<file path="src/rtl/ram_async_pkg.sv">
// ram_async_pkg: shared types for the async RAM initiator.
// FSM state encoding and default bus widths.
`timescale 1ns/1ps
package ram_async_pkg;

  localparam int DEF_ADDR_W = 8;
  localparam int DEF_DATA_W = 8;

  typedef enum logic [1:0] {
    ST_IDLE   = 2'd0,
    ST_SETUP  = 2'd1,
    ST_STROBE = 2'd2,
    ST_RESP   = 2'd3
  } state_t;

endpackage

</file>
<file path="src/rtl/ram_async_master.sv">
// ram_async_master: clocked initiator for an asynchronous RAM port.
// Ports: clk/rst_n, req_* command channel, rsp_* response channel, ram_* RAM pins.
`timescale 1ns/1ps
module ram_async_master
  import ram_async_pkg::*;
#(
  parameter int ADDR_W = DEF_ADDR_W,
  parameter int DATA_W = DEF_DATA_W,
  parameter int WAIT   = 1
) (
  input  logic              clk,
  input  logic              rst_n,
  input  logic              req_valid,
  output logic              req_ready,
  input  logic              req_wr,
  input  logic [ADDR_W-1:0] req_addr,
  input  logic [DATA_W-1:0] req_wdata,
  input  logic [3:0]        req_len,
  output logic              rsp_valid,
  input  logic              rsp_ready,
  output logic              rsp_wr,
  output logic [DATA_W-1:0] rsp_rdata,
  output logic [ADDR_W-1:0] ram_addr,
  output logic [DATA_W-1:0] ram_din,
  output logic              ram_wr,
  output logic              ram_en,
  input  logic [DATA_W-1:0] ram_dout
);

  // First beat counts WAIT-1..0; later burst beats get one
  // extra cycle so the new address settles after the hold.
  localparam logic [3:0] W_FIRST = 4'(WAIT - 1);
  localparam logic [3:0] W_NEXT  = 4'(WAIT);

  state_t     state;
  logic [3:0] wcnt;
  logic [3:0] rem;
  logic       wr_q;

  assign req_ready = rst_n && (state == ST_IDLE);

  always_ff @(posedge clk or negedge rst_n) begin
    if (!rst_n) begin
      state     <= ST_IDLE;
      wcnt      <= '0;
      rem       <= '0;
      wr_q      <= 1'b0;
      rsp_valid <= 1'b0;
      rsp_wr    <= 1'b0;
      rsp_rdata <= '0;
      ram_addr  <= '0;
      ram_din   <= '0;
      ram_wr    <= 1'b0;
      ram_en    <= 1'b0;
    end else begin
      unique case (state)
        ST_IDLE: begin
          if (req_valid) begin
            state    <= ST_SETUP;
            ram_en   <= 1'b1;
            ram_addr <= req_addr;
            ram_din  <= req_wdata;
            wr_q     <= req_wr;
            rem      <= req_wr ? 4'd0 : req_len;
            wcnt     <= W_FIRST;
          end
        end
        ST_SETUP: begin
          if (wcnt != 4'd0) begin
            wcnt <= wcnt - 4'd1;
          end else if (wr_q) begin
            ram_wr <= 1'b1;
            state  <= ST_STROBE;
          end else begin
            rsp_rdata <= ram_dout;
            rsp_wr    <= 1'b0;
            rsp_valid <= 1'b1;
            state     <= ST_RESP;
          end
        end
        ST_STROBE: begin
          ram_wr    <= 1'b0;
          rsp_rdata <= '0;
          rsp_wr    <= 1'b1;
          rsp_valid <= 1'b1;
          state     <= ST_RESP;
        end
        ST_RESP: begin
          if (rsp_ready) begin
            rsp_valid <= 1'b0;
            if (!wr_q && rem != 4'd0) begin
              rem      <= rem - 4'd1;
              ram_addr <= ram_addr + ADDR_W'(1);
              wcnt     <= W_NEXT;
              state    <= ST_SETUP;
            end else begin
              ram_en <= 1'b0;
              state  <= ST_IDLE;
            end
          end
        end
        default: state <= ST_IDLE;
      endcase
    end
  end

endmodule

</file>
<file path="config.mk">
export PLATFORM = sky130hd
export DESIGN_NAME = ram_async_master
export DESIGN_NICKNAME = d
export VERILOG_FILES = /design/src/rtl/ram_async_pkg.sv /design/src/rtl/ram_async_master.sv
export SDC_FILE = /design/constraint.sdc
export NUM_CORES = 1
export LEC_CHECK = 0
export ABC_AREA = 1
export CAP_MARGIN = 25
export CORE_ASPECT_RATIO = 0.7
export CORE_MARGIN = 2
export CORE_UTILIZATION = 45
export DETAILED_ROUTE_END_ITERATION = 8
export PLACE_DENSITY = 0.77
export RECOVER_POWER = 50
export SYNTH_ARGS = -nofsm -noshare
export SYNTH_HDL_FRONTEND = slang
export SYNTH_SLANG_ARGS = --single-unit
</file>
<file path="constraint.sdc">
create_clock -name clk -period 1.9 [get_ports clk]
set_input_delay 0.19 -clock clk [delete_from_list [all_inputs] [get_ports clk]]
set_output_delay 0.19 -clock clk [all_outputs]
set_load 0.02 [all_outputs]
</file>
Yosys cells after proc, flatten, opt, wreduce, memory -nomap -nowiden:

Cells that the tools add are included.

* bits in registers: 39
* input bits: 33
* word-level logic and storage cells: 80

* add/sub/neg operators: 3
* eq/ne operators: 11
* mux-type cells: 37
* reduce and logical (&&, ||, !) cells: 18

Operator list (count)
* $mux W8: 5
* $mux W4: 8
* $pmux W8 S2: 2
* $ne A2 B2 Y1 const B: 8
* $mux W1: 12
* $pmux W4 S3: 1
* $reduce_and A4 Y1: 3
* $reduce_and A3 Y1: 3
* $add A8 B1 Y8 const B: 1
* $pmux W2 S4: 1
* $pmux W4 S2: 1
* $reduce_bool A4 Y1: 2
* $sub A4 B1 Y4 const B: 2
* $mux W2: 3
* $pmux W1 S2: 3
* $reduce_bool A3 Y1: 2
* $reduce_and A5 Y1: 1
* $eq A2 B2 Y1 const B: 2
* $reduce_bool A2 Y1: 2
* $pmux W1 S3: 1
* $eq A2 B1 Y1 const B: 1
* $logic_and A1 B1 Y1: 2
* $logic_not A2 Y1: 1
* $reduce_and A2 Y1: 1
* $logic_not A1 Y1: 1

Longest topological paths before layout:

Gate-level depths: netlist of the first run.

* depth in word-level cells: 5
* depth in mapped cells: 9
* depth with buffers taken out: 9

Worst setup path after synthesis of the first run:

Ideal clock, no wire load.

* path type: register to register
* start point: register state[0]
* end point: register ram_addr[5]
* setup time: 0.117 ns
* arrival time: 1.311 ns
* required time: 1.783 ns
* path slack: 0.472 ns
* stages on the path, launching flop included: 10
* clock period less this slack: 1.428 ns
* cell sequence: dfrtp_1 -> inv_1 -> ha_1 -> nand2_1 -> nand2_1 -> nor2_4 -> nand2_4 -> buf_8 -> nand2_1 -> nand2_1

* cells in the longest elaborated chain, start to end: 3

Ends and longest elaborated chain
* from (decl): RTL line ram_async_master.sv:35 `state_t state;`
* from (signal assigned): RTL line ram_async_master.sv:44 `state <= ST_IDLE;`
* from (signal assigned): RTL line ram_async_master.sv:59 `state <= ST_SETUP;`
* from (signal assigned): RTL line ram_async_master.sv:73 `state <= ST_STROBE;`
* $eq A2 B2 Y1 or $logic_not A2 Y1 (tied branches): RTL line ram_async_master.sv:56 `unique case (state)`
* $ne A2 B2 Y1 (no line) or $reduce_bool A2 Y1 (tied branches)
* $reduce_and A4 Y1 (no line)
* to (signal assigned): RTL line ram_async_master.sv:61 `ram_addr <= req_addr;`
* to (signal assigned): RTL line ram_async_master.sv:93 `ram_addr <= ram_addr + ADDR_W'(1);`
* to (decl): RTL line ram_async_master.sv:23 `output logic [ADDR_W-1:0] ram_addr,`

Several ways; a longest one is shown, not always the timed one.
A chain may end at the register's enable or synchronous reset.

Worst setup path after layout of the first run:

* start point: register state[0]
* end point: output req_ready

* cells in the longest elaborated chain, start to end: 2

Ends and longest elaborated chain
* $logic_not A2 Y1: RTL line ram_async_master.sv:40 `assign req_ready = rst_n && (state == ST_IDLE);`
* $logic_and A1 B1 Y1: RTL line ram_async_master.sv:40
* to (decl): RTL line ram_async_master.sv:14 `output logic req_ready,`

No other way between the ends.

==> impl_metrics.ini, run 1 <==
[power]
power_per_cell_area_nw_per_um2 = 1754
p_leak_nw = 1.458
total_power_mw = 5.029
power.ir.vdd_worst_uv = 1030

[place]
placed_cells = 394
gp_routability_congestion = 0.8867
total_half_perimeter_wirelength_after_legalization_and_detailed_placement_um = 3530
postPlaceCellArea_um2 = 2770
place.port_buffers = 61
worst_slack_at_placement_ns = 0.1570

[routing]
routed_wl_um = 4711
final_antenna_net_count = 0
post_drt_via_cell_ratio = 4.809
routed-via-count = 1938
routed_wire_length_per_instance_um = 11.69
drt_iter0_drc = 110
drc_errors = 0
dr.pass1.iters = 4

[synth]
syn_avg_cell_area_um2 = 7.583
yosysUniqueCellTypes = 28
ys_seq_area_frac = 0.4596
mappedNetlistArea_um2 = 2123
async_flop_share = 1.000
ys.warnings.count = 0
gate_count_of_the_mapped_netlist = 280
most_instantiated_flip_flop_cell_in_the_synthesis_netlist = dfrtp_1
yosys_register_bits = 39
syn_nets = 321
synth_enable_flop_cells = 0

[sta]
final-max-slew-violation-count = 0
fin_tns_setup_ns = 0
count_of_endpoints_failing_setup_in_the_final_report = 0
hold_slack_ns = 0.4060
finalCritPeriodShare = 0.8966
rsz_0062_raised_after_global_routing = false
report.final.hold_viol_count = 0
finalClockSkew_ns = 0.006262
post-route-worst-setup-slack_ns = 0.1964
maxClockFrequency_mhz = 587.0
tightestPinTransition_ns = 0.9385
min_period_ns = 1.704
timing.slew.headroom = 0.3743

[clocking]
clockBufferDepth = 2
root_buffer = clkbuf_8
numClockSinks = 39
cts_inserted_buffers = 5
cts_tree = built
clkLatencyLatePin_ns = 0.30
ctsHtreeMaxLevel = 2
cts_post_setup_buffers_inserted = 0
worst_setup_hold_path_clk_slew_ns = 0.08

[setup_path]
worstSetupPathType = reg -> out
reg2reg_slack_ns = 0.22
rr_worst_depth = 9
arrival_ns = 1.51
timing.critical_path.from_type = register
crit-reg2reg-capture = ram_addr[2]
timing.critical_path.slowest_stage_cell = dfrtp_1
worst_path_dominant_cell_family = buffers and inverters
cp.required_ns = 1.71
cell_breakdown_of_the_critical_path = inv_1 > ha_2 > nand2_1 > inv_1 > dlygate4sd2_1
timing.critical_path.from = state[0]
startpoint_of_the_worst_slack_reg_to_reg_timing_path = state[0]
setup.worst_path.end = req_ready
number_of_buffers_and_inverters_on_the_critical_path = 3
timing.critical_path.to_type = output port
worst-path-max-fanout = 4
timing.critical_path.depth = 5
critPathMostFrequentCell = inv_1
peak_per_stage_delay_on_the_critical_path_ns = 0.42

[floorplan]
die_area_um2 = 5293
die_y_um = 61.47
die_w_um = 86.10
floorplan.rows = 20
io_pins = 62
core_region_area_um2 = 4429
initial_utilization = 0.4794

[grt]
grt_util_all_layers = 0.1985
grt_first_pass_wirelength_um = 7990
grt_antenna_before_repair = 0
grt_max_degree = 40
via_count_of_the_first_global_routing_pass = 1782
grt_overflow = 0

[final_layout]
final_cell_count_no_fill = 403
finalNetCount = 388
layout.core_utilization = 0.6472
filler_cell_count = 391
final_layout_size_suffix_gt1_frac = 0.08046
diodes = 0
final_cell_area_um2 = 2867
area_growth_syn_to_layout_pct = 35.00

[job]
max_cap_violations = 0

[outcome]
outcome = complete, no violations

[min_path]
hold_path_startpoint = req_wdata[6]
timing.hold.worst.class = in -> reg
hold-path-cell-count = 3
-- Yosys cell counts, types with 2 or more instances --
| cell type | number | area share |
|---|---|---|
| nand3_1 | 17 | 0.040 |
| nand2_1 | 122 | 0.22 |
| nand4_1 | 2 | 0.0059 |
| inv_2 | 2 | 0.0035 |
| dfrtp_1 | 39 | 0.46 |
| a21oi_1 | 5 | 0.012 |
| or2_2 | 2 | 0.0059 |
| buf_6 | 2 | 0.011 |
| o21ai_0 | 12 | 0.028 |
| ha_1 | 8 | 0.047 |
| nor2_1 | 22 | 0.039 |
| nand2_4 | 2 | 0.011 |
| o21ai_2 | 4 | 0.016 |
| inv_1 | 23 | 0.041 |
| nand2_2 | 4 | 0.012 |
| nor2_4 | 2 | 0.011 |
-- where the power goes --
| group | internal, mW | switching, mW | leakage (nW) | total [mW] |
|---|---|---|---|---|
| Sequential | 1.22 | 0.315 | 0.488 | 1.54 |
| Clock | 0.255 | 0.314 | 0.0402 | 0.569 |
| Combinational | 1.16 | 1.76 | 0.930 | 2.92 |
| Total | 2.64 | 2.39 | 1.46 | 5.03 |
-- tightest hold or removal path, cell delays in order --
cell and delay [ns]:
clkdlybuf4s50_1 0.39, nand2_1 0.06, nand2_1 0.04
-- cell type report --
| class | instances | area (um^2) | area share |
|---|---|---|---|
| inverters | 26 | 97.59 | 0.03405 |
| repair buffers | 64 | 625.6 | 0.2182 |
| multi-input cells | 211 | 1010 | 0.3522 |
| flip-flops and latches | 39 | 975.9 | 0.3405 |
| well taps | 55 | 68.82 | 0.02401 |
| clock buffers | 5 | 68.82 | 0.02401 |
| clock inverters | 3 | 20.02 | 0.006984 |
-- layer usage --
metal	GRT usage	wire length, um	vias to the layer above
met2	0.3034	2076	44
met1	0.2717	2345	881
li1	-	-	1006
met3	0.05630	219	7
met4	0.07710	69	0
met5	0	0	-
-- timing repair --
item,4_1_cts,5_1_grt
hold endpoints to repair,39,0
endpoints found under the setup margin,1,8
gates resized for setup,2,1
gates cloned,0,0
hold buffers,1,0
-- logic make-up (layout without fill, tap and decap cells) --
| group | after synthesis | after routing | share of synthesized area |
|---|---|---|---|
| and+or+nand+nor | 176 | 176 | 0.3483 |
| DFF | 39 | 39 | 0.4596 |
| buffers and inverters | 30 | 98 | 0.06599 |
| AOI/OAI and AO/OA | 25 | 25 | 0.07012 |
| adders and majority gates | 8 | 8 | 0.04714 |
| xor gates and xnor gates | 1 | 1 | 0.004126 |
| muxes | 1 | 1 | 0.004714 |
-- worst min path at each step --
stage / to / slack [ns]
6_report: ram_din[6] / 0.41
5_1_grt: ram_din[5] / 0.42
4_1_cts: ram_din[6] / 0.41
3_5_place_dp: ram_din[4] / 0.30
3_3_place_gp: ram_din[4] / 0.30
2_1_floorplan: ram_addr[0] / -0.11
-- sequential cells by signal (all words and copies together) (netlist names) --
| name | flops |
|---|---|
| ram_addr | 8 |
| ram_en | 1 |
| rsp_rdata | 8 |
| rsp_valid | 1 |
| wcnt | 4 |
| rsp_wr | 1 |
| rem | 4 |
| state | 2 |
| wr_q | 1 |
| ram_wr | 1 |
| ram_din | 8 |
-- cells in the final DEF (no fill, tap or decap), drive strengths merged --
cell type,instances
nand2,128
clkinv,2
o21ai,17
clkinvlp,2
nor2,25
a21boi,1
nand4,2
or2,2
nand3b,1
nor3,1
a21oi,6
dlygate4sd2,1
ha,8
dlygate4sd3,13
clkbuf,7
dfrtp,39
nand3,17
a22oi,1
buf,1
xor2,1
inv,25
clkdlybuf4s50,47
mux2i,1
Note: power is estimated with default switching activity, not from simulation.
==> inputs of run 2 (changes only) <==
Settings changed: CELL_PAD_IN_SITES_DETAIL_PLACEMENT set to 0, CELL_PAD_IN_SITES_GLOBAL_PLACEMENT set to 1, CORE_UTILIZATION 45 to 34, PLACE_DENSITY 0.77 to unset, PLACE_DENSITY_LB_ADDON set to 0.1.
==> impl_metrics.ini, run 2 (synthesis results as in run 1) <==
[place]
placed_cells = 421
postPlaceCellArea_um2 = 2829
gp_routability_congestion = 0.7910
worst_slack_at_placement_ns = 0.2162
total_half_perimeter_wirelength_after_legalization_and_detailed_placement_um = 3750
place.port_buffers = 61

[floorplan]
initial_utilization = 0.3466
die_w_um = 98.46
floorplan.rows = 24
core_region_area_um2 = 6126
io_pins = 62
die_y_um = 70.12
die_area_um2 = 6903

[outcome]
outcome = complete, no violations

[power]
total_power_mw = 5.277
power_per_cell_area_nw_per_um2 = 1789
power.ir.vdd_worst_uv = 714.2
p_leak_nw = 1.486

[routing]
dr.pass1.iters = 4
routed_wl_um = 5056
routed_wire_length_per_instance_um = 11.76
routed-via-count = 1888
final_antenna_net_count = 0
post_drt_via_cell_ratio = 4.391
drt_iter0_drc = 101
drc_errors = 0

[setup_path]
timing.critical_path.to_type = output port
arrival_ns = 1.51
startpoint_of_the_worst_slack_reg_to_reg_timing_path = state[1]
worstSetupPathType = reg -> out
number_of_buffers_and_inverters_on_the_critical_path = 3
crit-reg2reg-capture = rsp_rdata[3]
reg2reg_slack_ns = 0.23
timing.critical_path.from = state[0]
worst-path-max-fanout = 4
timing.critical_path.slowest_stage_cell = dfrtp_1
timing.critical_path.from_type = register
cell_breakdown_of_the_critical_path = inv_1 > ha_1 > nand2_1 > inv_1 > dlygate4sd2_1
critPathMostFrequentCell = inv_1
rr_worst_depth = 8
worst_path_dominant_cell_family = buffers and inverters
cp.required_ns = 1.71
peak_per_stage_delay_on_the_critical_path_ns = 0.42

[clocking]
numClockSinks = 39
root_buffer = clkbuf_8
clockBufferDepth = 2
worst_setup_hold_path_clk_slew_ns = 0.08
ctsHtreeMaxLevel = 2
cts_inserted_buffers = 5
clkLatencyLatePin_ns = 0.29
cts_post_setup_buffers_inserted = 0
cts_tree = built

[sta]
fin_tns_setup_ns = 0
hold_slack_ns = 0.4207
rsz_0062_raised_after_global_routing = false
tightestPinTransition_ns = 0.9956
maxClockFrequency_mhz = 587.7
final-max-slew-violation-count = 0
timing.slew.headroom = 0.3363
report.final.hold_viol_count = 0
finalCritPeriodShare = 0.8956
count_of_endpoints_failing_setup_in_the_final_report = 0
min_period_ns = 1.702
finalClockSkew_ns = 0.009098
post-route-worst-setup-slack_ns = 0.1984

[final_layout]
layout.core_utilization = 0.4814
register_area_um2 = 975.9
final_cell_count_no_fill = 430
area_growth_syn_to_layout_pct = 38.89
diodes = 0
layout.cells.most_common = nand2_1
final_cell_area_um2 = 2949
filler_cell_count = 623
final_layout_size_suffix_gt1_frac = 0.08807
multi_input_area_um2 = 1005
layout.cells.most_common_list = 123 x nand2_1, 55 x clkdlybuf4s50_1, 39 x dfrtp_1
top_regs = ram_addr: 8 flops, ram_din: 8 flops, rsp_rdata: 8 flops
finalNetCount = 392

[min_path]
hold_path_startpoint = req_wdata[3]
timing.hold.worst.class = in -> reg
timing.hold.worst_endpoint = ram_din[3]
hold-path-cell-count = 3

[grt]
grt_max_degree = 40
grt_util_all_layers = 0.1561
grt_overflow = 0
via_count_of_the_first_global_routing_pass = 1833
grt_first_pass_wirelength_um = 8631
grt_antenna_before_repair = 0

[job]
max_cap_violations = 0
## run 2: changes by cell type in the layout (fill, tap and decap cells not counted), sizes merged
| cell | previous run | this run |
|---|---|---|
| clkdlybuf4s50 | 47 | 55 |
| dlygate4sd3 | 13 | 5 |
| buf | 1 | 5 |
| clkinvlp | 2 | 0 |
| bufinv | 0 | 1 |
| clkbuf | 7 | 8 |
## run 2: layout make-up
| type | instances | area share |
|---|---|---|
| repair buffers | 68 | 0.2223 |
| flip-flops and latches | 39 | 0.3309 |
| clock inverters | 2 | 0.01188 |
| clock buffers | 6 | 0.02800 |
| well taps | 78 | 0.03309 |
| inverters | 26 | 0.03309 |
| multi-input cells | 211 | 0.3407 |
## run 2: timing repair
action,4_1_cts,5_1_grt
resized for setup,2,0
hold buffers,1,0
setup endpoints to repair,1,0
endpoints found under the hold margin,19,0
## run 2: worst max path at each step
stage	end	slack [ns]	cells past startpoint
floorplan	ram_addr[5]	0.47	9
finish	req_ready	0.20	5
global placement	ram_addr[4]	0.24	9
CTS	req_ready	0.19	5
global route	ram_addr[4]	0.05	9
detailed placement	req_ready	0.22	5
## run 2: metal layers
layer  up-vias  wire (um)  GRT usage
li1       1012          -          -
met1       835       2706     0.2300
met2        34       2067     0.2184
met3         7        229    0.04705
met4         0         52    0.05023
met5         -          0          0
## run 2: power by group
part | switching, mW | leakage (nW) | internal, mW
sequential | 0.314 | 0.488 | 1.22
combinational | 1.78 | 0.937 | 1.23
clock | 0.302 | 0.0612 | 0.425
total | 2.40 | 1.49 | 2.88
## run 2: tightest hold or removal path, stage by stage
cell	delay, ns
clkdlybuf4s50_1	0.39
nand2_1	0.06
nand2_1	0.04
